File: src/rtl/bch_corr_pkg.sv
// Shared definitions for the serial BCH error corrector: FSM encoding and
// the width helper used to size the position and correction counters.
package bch_corr_pkg;

  typedef enum logic {
    IDLE = 1'b0,
    RUN  = 1'b1
  } state_e;

  function automatic int clog2(input int value);
    int r;
    int x;
    r = 0;
    x = value - 1;
    while (x > 0) begin
      r = r + 1;
      x = x >> 1;
    end
    return r;
  endfunction

endpackage

File: src/rtl/bch_sat_cnt.sv
// Saturating counter with synchronous clear-to-value and increment; also
// exposes the next value so callers can see a count that includes this cycle.
module bch_sat_cnt #(
  parameter int W   = 2,
  parameter int MAX = 3
) (
  input  logic         clk,
  input  logic         srst,
  input  logic         clr,
  input  logic [W-1:0] init,
  input  logic         inc,
  output logic [W-1:0] cnt,
  output logic [W-1:0] cnt_nxt
);

  logic [W-1:0] cnt_q;
  logic [W-1:0] cnt_d;

  always_comb begin
    cnt_d = cnt_q;
    if (clr) begin
      cnt_d = init;
    end else if (inc && (cnt_q != W'(MAX))) begin
      cnt_d = cnt_q + W'(1);
    end
  end

  always_ff @(posedge clk) begin
    if (srst) begin
      cnt_q <= '0;
    end else begin
      cnt_q <= cnt_d;
    end
  end

  assign cnt     = cnt_q;
  assign cnt_nxt = cnt_d;

endmodule

File: src/rtl/bch_err_corrector_ser.sv
// Serial BCH correction stage: flips each received bit flagged by the Chien
// search, counts corrections and reports success/failure per codeword.
module bch_err_corrector_ser
  import bch_corr_pkg::*;
#(
  parameter  int CODEWORD_LEN = 15,
  parameter  int T            = 2,
  localparam int POS_W        = clog2(CODEWORD_LEN),
  localparam int CNT_W        = clog2(T + 2)
) (
  input  logic             clk,
  input  logic             in_ctr_Srst,
  input  logic             in_ctr_en,
  input  logic             in_ctr_start,
  input  logic             in_rcv_bit,
  input  logic             in_err_loc,
  input  logic [CNT_W-1:0] in_err_cnt,
  output logic             out_bit,
  output logic             out_vld,
  output logic             out_first,
  output logic             out_last,
  output logic             out_done,
  output logic             out_fail,
  output logic [CNT_W-1:0] out_corr_cnt,
  output logic             out_abort,
  output state_e           dbg_state
);

  // Stream handshake: a bit is consumed only when in_ctr_en is high and the
  // block is either mid-codeword or being told this is bit 0; there is no
  // backpressure, so upstream must hold in_ctr_en low to stall.

  state_e           state_q, state_d;
  logic [POS_W-1:0] pos_q, pos_d;
  logic [CNT_W-1:0] err_cnt_q, err_cnt_d;
  logic             out_bit_q, out_bit_d;
  logic             out_vld_q, out_vld_d;
  logic             out_first_q, out_first_d;
  logic             out_last_q, out_last_d;
  logic             out_done_q, out_done_d;
  logic             out_fail_q, out_fail_d;
  logic [CNT_W-1:0] out_corr_cnt_q, out_corr_cnt_d;
  logic             out_abort_q, out_abort_d;

  logic             accept;
  logic [POS_W-1:0] cur_pos;
  logic [CNT_W-1:0] ccnt;
  logic [CNT_W-1:0] ccnt_nxt;

  assign accept  = in_ctr_en && ((state_q == RUN) || in_ctr_start);
  assign cur_pos = in_ctr_start ? '0 : pos_q;

  bch_sat_cnt #(
    .W   (CNT_W),
    .MAX (T + 1)
  ) u_ccnt (
    .clk     (clk),
    .srst    (in_ctr_Srst),
    .clr     (accept && in_ctr_start),
    .init    (CNT_W'(in_err_loc)),
    .inc     (accept && !in_ctr_start && in_err_loc),
    .cnt     (ccnt),
    .cnt_nxt (ccnt_nxt)
  );

  always_comb begin
    state_d        = state_q;
    pos_d          = pos_q;
    err_cnt_d      = err_cnt_q;
    out_bit_d      = out_bit_q;
    out_vld_d      = 1'b0;
    out_first_d    = 1'b0;
    out_last_d     = 1'b0;
    out_done_d     = 1'b0;
    out_fail_d     = out_fail_q;
    out_corr_cnt_d = out_corr_cnt_q;
    out_abort_d    = 1'b0;
    if (accept) begin
      out_vld_d   = 1'b1;
      out_bit_d   = in_rcv_bit ^ in_err_loc;
      out_first_d = (cur_pos == '0);
      out_last_d  = (cur_pos == POS_W'(CODEWORD_LEN - 1));
      if (in_ctr_start) begin
        // A start while running truncates the current codeword.
        out_abort_d = (state_q == RUN);
        err_cnt_d   = in_err_cnt;
        pos_d       = POS_W'(1);
        state_d     = RUN;
      end else if (pos_q == POS_W'(CODEWORD_LEN - 1)) begin
        state_d        = IDLE;
        pos_d          = '0;
        out_done_d     = 1'b1;
        out_corr_cnt_d = ccnt_nxt;
        out_fail_d     = (ccnt_nxt != err_cnt_q) || (err_cnt_q > CNT_W'(T));
      end else begin
        pos_d = pos_q + POS_W'(1);
      end
    end
  end

  always_ff @(posedge clk) begin
    if (in_ctr_Srst) begin
      state_q        <= IDLE;
      pos_q          <= '0;
      err_cnt_q      <= '0;
      out_bit_q      <= 1'b0;
      out_vld_q      <= 1'b0;
      out_first_q    <= 1'b0;
      out_last_q     <= 1'b0;
      out_done_q     <= 1'b0;
      out_fail_q     <= 1'b0;
      out_corr_cnt_q <= '0;
      out_abort_q    <= 1'b0;
    end else begin
      state_q        <= state_d;
      pos_q          <= pos_d;
      err_cnt_q      <= err_cnt_d;
      out_bit_q      <= out_bit_d;
      out_vld_q      <= out_vld_d;
      out_first_q    <= out_first_d;
      out_last_q     <= out_last_d;
      out_done_q     <= out_done_d;
      out_fail_q     <= out_fail_d;
      out_corr_cnt_q <= out_corr_cnt_d;
      out_abort_q    <= out_abort_d;
    end
  end

  assign out_bit      = out_bit_q;
  assign out_vld      = out_vld_q;
  assign out_first    = out_first_q;
  assign out_last     = out_last_q;
  assign out_done     = out_done_q;
  assign out_fail     = out_fail_q;
  assign out_corr_cnt = out_corr_cnt_q;
  assign out_abort    = out_abort_q;
  assign dbg_state    = state_q;

  // The live count is only consumed through ccnt_nxt at the last position.
  logic unused_ccnt;
  assign unused_ccnt = ^ccnt;

endmodule

File: config.mk
export PLATFORM = sky130hd
export DESIGN_NAME = bch_err_corrector_ser
export DESIGN_NICKNAME = d
export VERILOG_FILES = /design/src/rtl/bch_corr_pkg.sv /design/src/rtl/bch_sat_cnt.sv /design/src/rtl/bch_err_corrector_ser.sv
export SDC_FILE = /design/constraint.sdc
export NUM_CORES = 1
export LEC_CHECK = 0
export ABC_AREA = 1
export BUFFER_PORTS_ARGS = -buffer_cell sky130_fd_sc_hd__buf_4
export CELL_PAD_IN_SITES_DETAIL_PLACEMENT = 0
export CELL_PAD_IN_SITES_GLOBAL_PLACEMENT = 1
export CORE_UTILIZATION = 30
export DETAILED_ROUTE_END_ITERATION = 8
export PLACE_DENSITY = 0.73
export SLEW_MARGIN = 25
export SYNTH_ARGS = -nofsm -noshare
export SYNTH_HDL_FRONTEND = slang
export SYNTH_SLANG_ARGS = --single-unit
File: constraint.sdc
create_clock -name clk -period 2.7 [get_ports clk]
set_clock_uncertainty 0.1 [all_clocks]
set_input_delay 0.54 -clock clk [delete_from_list [all_inputs] [get_ports clk]]
set_output_delay 0.54 -clock clk [all_outputs]
set_load 0.005 [all_outputs]
* Word level (Yosys, flattened, before mapping)
Index checks and enable logic that the tools add are counted.
** Operators by class
- Reduce and logical (&&, ||, !) cells :: 16
- $lt $le $gt $ge :: 1
- Add/sub/neg operators :: 2
- Mux-type cells :: 9
- Bitwise gates (word level) :: 3
- Equality and inequality tests :: 4
** Operators by type and width (number)
- $mux W4 :: 3
- $eq A4 B4 Y1 const B :: 2
- $reduce_or A3 Y1 :: 2
- $logic_and A1 B1 Y1 :: 5
- $add A4 B1 Y4 const B :: 1
- $logic_not A4 Y1 :: 1
- $mux W1 :: 4
- $mux W2 :: 2
- $reduce_and A2 Y1 :: 2
- $reduce_and A3 Y1 :: 1
- $add A2 B1 Y2 const B :: 1
- $gt A2 B2 Y1 const B :: 1
- $logic_or A1 B1 Y1 :: 2
- $ne A2 B2 Y1 :: 1
- $ne A2 B2 Y1 const B :: 1
- $not A1 Y1 :: 2
- $reduce_bool A2 Y1 :: 1
- $reduce_or A2 Y1 :: 1
- $logic_not A1 Y1 :: 1
- $xor A1 B1 Y1 :: 1
** Storage, ports and cells
- Register bits :: 18
- Input bits :: 8
- Logic and storage cells :: 47

* Logic depth before layout (Yosys ltp)
- Depth in word-level cells :: 9
- Mapped depth :: 10
- Depth with buffers taken out :: 10

* Hierarchy
Synthesis repeated with hierarchy kept, for this count alone.
** Second synthesis, totals
- Cells, all modules :: 110
- Area, all modules :: 870.8 µm²
** Modules (own cells, without submodules)
- bch_err_corrector_ser :: cells an instance 90, seq. area each 320.3 µm², times used 1, area each 735.7 µm²
- bch_sat_cnt :: cells an instance 20, seq. area each 40.0 µm², times used 1, area each 135.1 µm²

* Worst setup path after synthesis
OpenSTA, ideal clock, no wires.
- Path kind :: input to register
- Start :: input in_ctr_en
- End :: register out_fail_q, in the netlist out_fail
- Buffers on the path :: 0
- Cell stages on the path :: 9
- Path slack :: 1.276 ns
- Data arrival time :: 1.207 ns
- Path through :: nand2_2 -> nor2_4 -> nand2_2 -> nand2_1 -> nand3_1 -> nand2_1 -> nand3_1 -> nor2_1 -> nor2_1
** On the way
- Cells in the longest elaborated chain, start to end :: 8
- Elaborated cells between the ends (all ways) :: 10
- Classes of those cells :: eq/ne: 1; mux: 2; reduce/logical: 7
** Ends and longest elaborated chain
- start, declared :: line bch_err_corrector_ser.sv:13 : input logic in_ctr_en,
- $logic_and A1 B1 Y1 (*) :: line bch_err_corrector_ser.sv:50 : assign accept = in_ctr_en && ((state_q == RUN) || in_ctr_start);
- $logic_and A1 B1 Y1 (2 in a row) :: line bch_err_corrector_ser.sv:61 : .inc (accept && !in_ctr_start && in_err_loc),
- $logic_and A1 B1 Y1 :: line bch_sat_cnt.sv:23 : end else if (inc && (cnt_q != W'(MAX))) begin
- $mux W2 :: line bch_sat_cnt.sv:23
- $mux W2 :: line bch_sat_cnt.sv:21 : if (clr) begin
- $ne A2 B2 Y1 :: line bch_err_corrector_ser.sv:94 : out_fail_d = (ccnt_nxt != err_cnt_q) || (err_cnt_q > CNT_W'(T));
- $logic_or A1 B1 Y1 :: line bch_err_corrector_ser.sv:94
- end signal, assigned :: line bch_err_corrector_ser.sv:123 : out_fail_q <= out_fail_d;
- end, declared :: line bch_err_corrector_ser.sv:41 : logic out_fail_q, out_fail_d;
Mark *: on every way between the ends. The rest lies on a longest branch, timed or not.
A chain may end at the register's enable or synchronous reset.

* Worst setup path after layout
- Start :: register pos_q[0]
- End :: register state_q, in the netlist dbg_state
** On the way
- Cells in the longest elaborated chain, start to end :: 3
** Ends and longest elaborated chain
- start, declared :: line bch_err_corrector_ser.sv:34 : logic [POS_W-1:0] pos_q, pos_d;
- start signal, assigned :: line bch_err_corrector_ser.sv:116 : pos_q <= pos_d;
- $eq A4 B4 Y1 :: line bch_err_corrector_ser.sv:89 : end else if (pos_q == POS_W'(CODEWORD_LEN - 1)) begin
- $reduce_bool A2 Y1 (no source line)
- $reduce_and A2 Y1 (no source line)
- end signal, assigned :: line bch_err_corrector_ser.sv:115 : state_q <= state_d;
- end, declared :: line bch_err_corrector_ser.sv:33 : state_e state_q, state_d;
Every way passes these cells.

==> metrics.md <==
| Metric | Value |
|---|---|
| Most common cell after layout, fill and taps aside | dfxtp_1 |
| DR vias/cell | roughly 4.6 |
| Finished Cell Area | about 1000 um2 |
| Pin count of the biggest net entering global routing | 12 |
| Clk slew on worst S/H paths | 0.11 ns |
| # hold bufs at CTS | 0 |
| Worst rel slew slack | 0.795 |
| First DRT Iteration DRCs | 10 |
| Cells after DPL | about 150 |
| Total CTS buffers | 3 |
| All-layer global routing usage | 0.122 |
| Final Power | around 500 uW |
| Synth-to-Final Area Change | 24.8% |
| P_int | approximately 380 uW |
| I/O pin total | 18 |
| Setup crit start kind | register |
| Layout Utilization | 0.399 |
| Die X | 53.4 um |
| Most frequent cells in the layout | dfxtp_1, buf_4, nand2_1, inv_1, nor2_1 |
| Post_cts resized | 0 |
| # diodes | 0 |
| Tcrit/Tclk final | 0.559 |
| Fin crit period | about 1.5 ns |
| H-tree levels | 1 |
| Clock power share | 0.327 |
| Crit path kind | register to register |
| Pins Over Slew Limit | 0 |
| Initial Util | 0.320 |
| DRC viols | 0 |
| RSZ-0062 raised after global routing | false |
| Mapped Area | roughly 790 um2 |
| Area after DPL | ~950 um2 |
| Fin cells | 150 |
| Register area share after synthesis | 0.455 |
| Fin. Hold Viols | 0 |
| Die height | approximately 53 um |
| Peak VDD IR | 0.187 mV |
| ANT nets after route | 0 |
| Hold Path Cell Cnt | 2 |
| I/O Buffers | 17 |
| Setup bufs post-CTS | 0 |
| Final net count | around 130 |
| TritonCTS clock tree | done |
| Multi-input gate area | ~370 um2 |
| Clk Tree Root Cell | clkbuf_4 |
| Lkg Pwr | about 0.00045 uW |
| Synth Instances | 100 |
| Initial antenna violation count | 0 |
| Yosys synthesis warning count | 0 |
| Hold endpoint | dbg_state |
| Unique masters post-synth | 21 |
| DRT Pass-1 Iters | 4 |
| Worst endpoint required time | 2.83 ns |
| Top cells by area, synth | dfxtp_1, nand2_1, inv_1 |
| Reg2reg end | dbg_state |
| Crit. End Element | register |
| Worst r2r path cells | 7 |
| Grt ovf | 0 |
| Critical path peak fanout | 6 |
| Die area | approximately 2800 um2 |
| Total wire length | between 1000 and 1500 um |
| Number of global-route vias before repair | just under 600 |
| Total clock sinks | 18 |
| Max-cap violations | 0 |
| Maximum clock insertion buffer count | 2 |
| Sw power | about 120 uW |
| Filler cell count in the final layout | between 200 and 300 |
| Register Area | roughly 360 um2 |
| GP Congestion | between 0.7 and 0.8 |
| Min-delay src | in_ctr_Srst |
| Setup TNS | 0 ns |
| Least-Margin Pin Slew | a little over 0.3 ns |
| R2R Setup Slk | 1.19 ns |
| Status | complete, no violations |
| Register share of total power | 0.562 |
| Hold WC Path Type | input pin to register |
| Worst skew pair latency | around 0.29 ns |
| Leading area contributor after synthesis | dfxtp_1 |
| Via count | just under 700 |
| Reg-to-reg startpoint | pos_q[0] |
| Yosys top cell area share | 0.455 |
| #FFs+latches synth | 18 |
| Fmax | roughly 660 MHz |
| Num rows | 18 |
| Power per Cell Area | between 500 and 600 nW/um2 |
| Layout cells sized above 1 | 0.250 |
| Comb pwr share | 0.111 |
| Final setup fails | 0 |
| Sw Share | 0.237 |
| DR WL/cell | just under 10 um |
| Syn Nets | approximately 110 |
| First-pass GRT wire length | 2460 um |
| Detailed-placement wirelength estimate | between 1000 and 1500 um |
| Core area | roughly 2500 um2 |
| Worst EP arrival | between 1.5 and 2 ns |
| Synth Area per Inst | just under 8 um2 |
## area by class of cell
| cell class | count | share of cell area |
|---|---|---|
| sequential | 18 | 0.365 |
| tap | 30 | 0.0380 |
| inverter | 14 | 0.0532 |
| clock buffer | 4 | 0.0367 |
| timing repair buffer | 17 | 0.129 |
| multi-input combinational | 67 | 0.378 |
## routing by layer
| layer | up-vias | part of all wire | global-route usage |
|---|---|---|---|
| li1 | 362 | - | - |
| met1 | 309 | 0.48 | 0.154 |
| met2 | 15 | 0.47 | 0.196 |
| met3 | 2 | 0.044 | 0.0259 |
| met4 | 0 | 0.0082 | 0.0526 |
| met5 | - | 0 | 0 |
## power groups by stage
| stage | Combinational, uW | Clock (uW) | Sequential [uW] |
|---|---|---|---|
| after floorplan | 32.1 | 0 | 286 |
| after global placement | 56.6 | 0 | 287 |
| after detailed placement | 56.8 | 0 | 287 |
| after CTS | 56.9 | 172 | 281 |
| after global routing | 64.0 | 184 | 282 |
| final | 55.6 | 163 | 281 |
## worst max path at each step
stage                     slack [ns]      start         to
after floorplan                 1.28  in_ctr_en   out_fail
after global placement          1.09  in_ctr_en   out_fail
after detailed placement        1.05  in_ctr_en   out_fail
after CTS                       1.17   pos_q[0]   pos_q[3]
after global routing            0.95   pos_q[0]   pos_q[3]
final                           1.19   pos_q[0]  dbg_state
## stage by stage
stage / hold slack [ns] / setup slack, ns
floorplan: 0.363 / 1.28
global placement: 0.382 / 1.09
detailed placement: 0.389 / 1.05
CTS: 0.354 / 1.17
global route: 0.350 / 0.949
finish: 0.355 / 1.19
## critical path, cell delays in order (launching register included)
cell	delay [ns]
dfxtp_1	0.44
inv_1	0.09
ha_1	0.20
nand2_1	0.15
inv_1	0.05
o21ai_0	0.22
nand2_1	0.09
a21oi_1	0.12
## Yosys cell counts
cell,n
nand3_2,1
nand3_1,8
nand3b_1,1
inv_1,14
ha_1,3
a211oi_1,1
nor2_4,2
nor4_1,1
buf_2,1
nor2_2,1
nor2_1,10
nand2_1,15
xnor2_1,1
nand2_2,5
dfxtp_1,18
nor3_1,1
o21ai_0,8
a21oi_1,4
xor2_1,2
nand4_1,2
o21a_1,1
## registers in the layout, indices dropped and copies added, names as in the netlist
name,cells
dbg_state,1
err_cnt_q,2
out_abort,1
out_bit,1
out_corr_cnt,2
out_done,1
out_fail,1
out_first,1
out_last,1
out_vld,1
pos_q,4
u_ccnt.cnt,2
## cells by family (layout without fill, tap and decap cells)
kind of cell / count (synthesis) / after routing / share of synthesized area
and+or+nand+nor: 47 / 47 / 0.297
AOI/OAI and AO/OA: 14 / 14 / 0.0948
adders and majority gates: 3 / 3 / 0.0474
DFF: 18 / 18 / 0.455
buffers and inverters: 15 / 35 / 0.0727
xor gates and xnor gates: 3 / 3 / 0.0332
(Power assumes the default switching activity.)
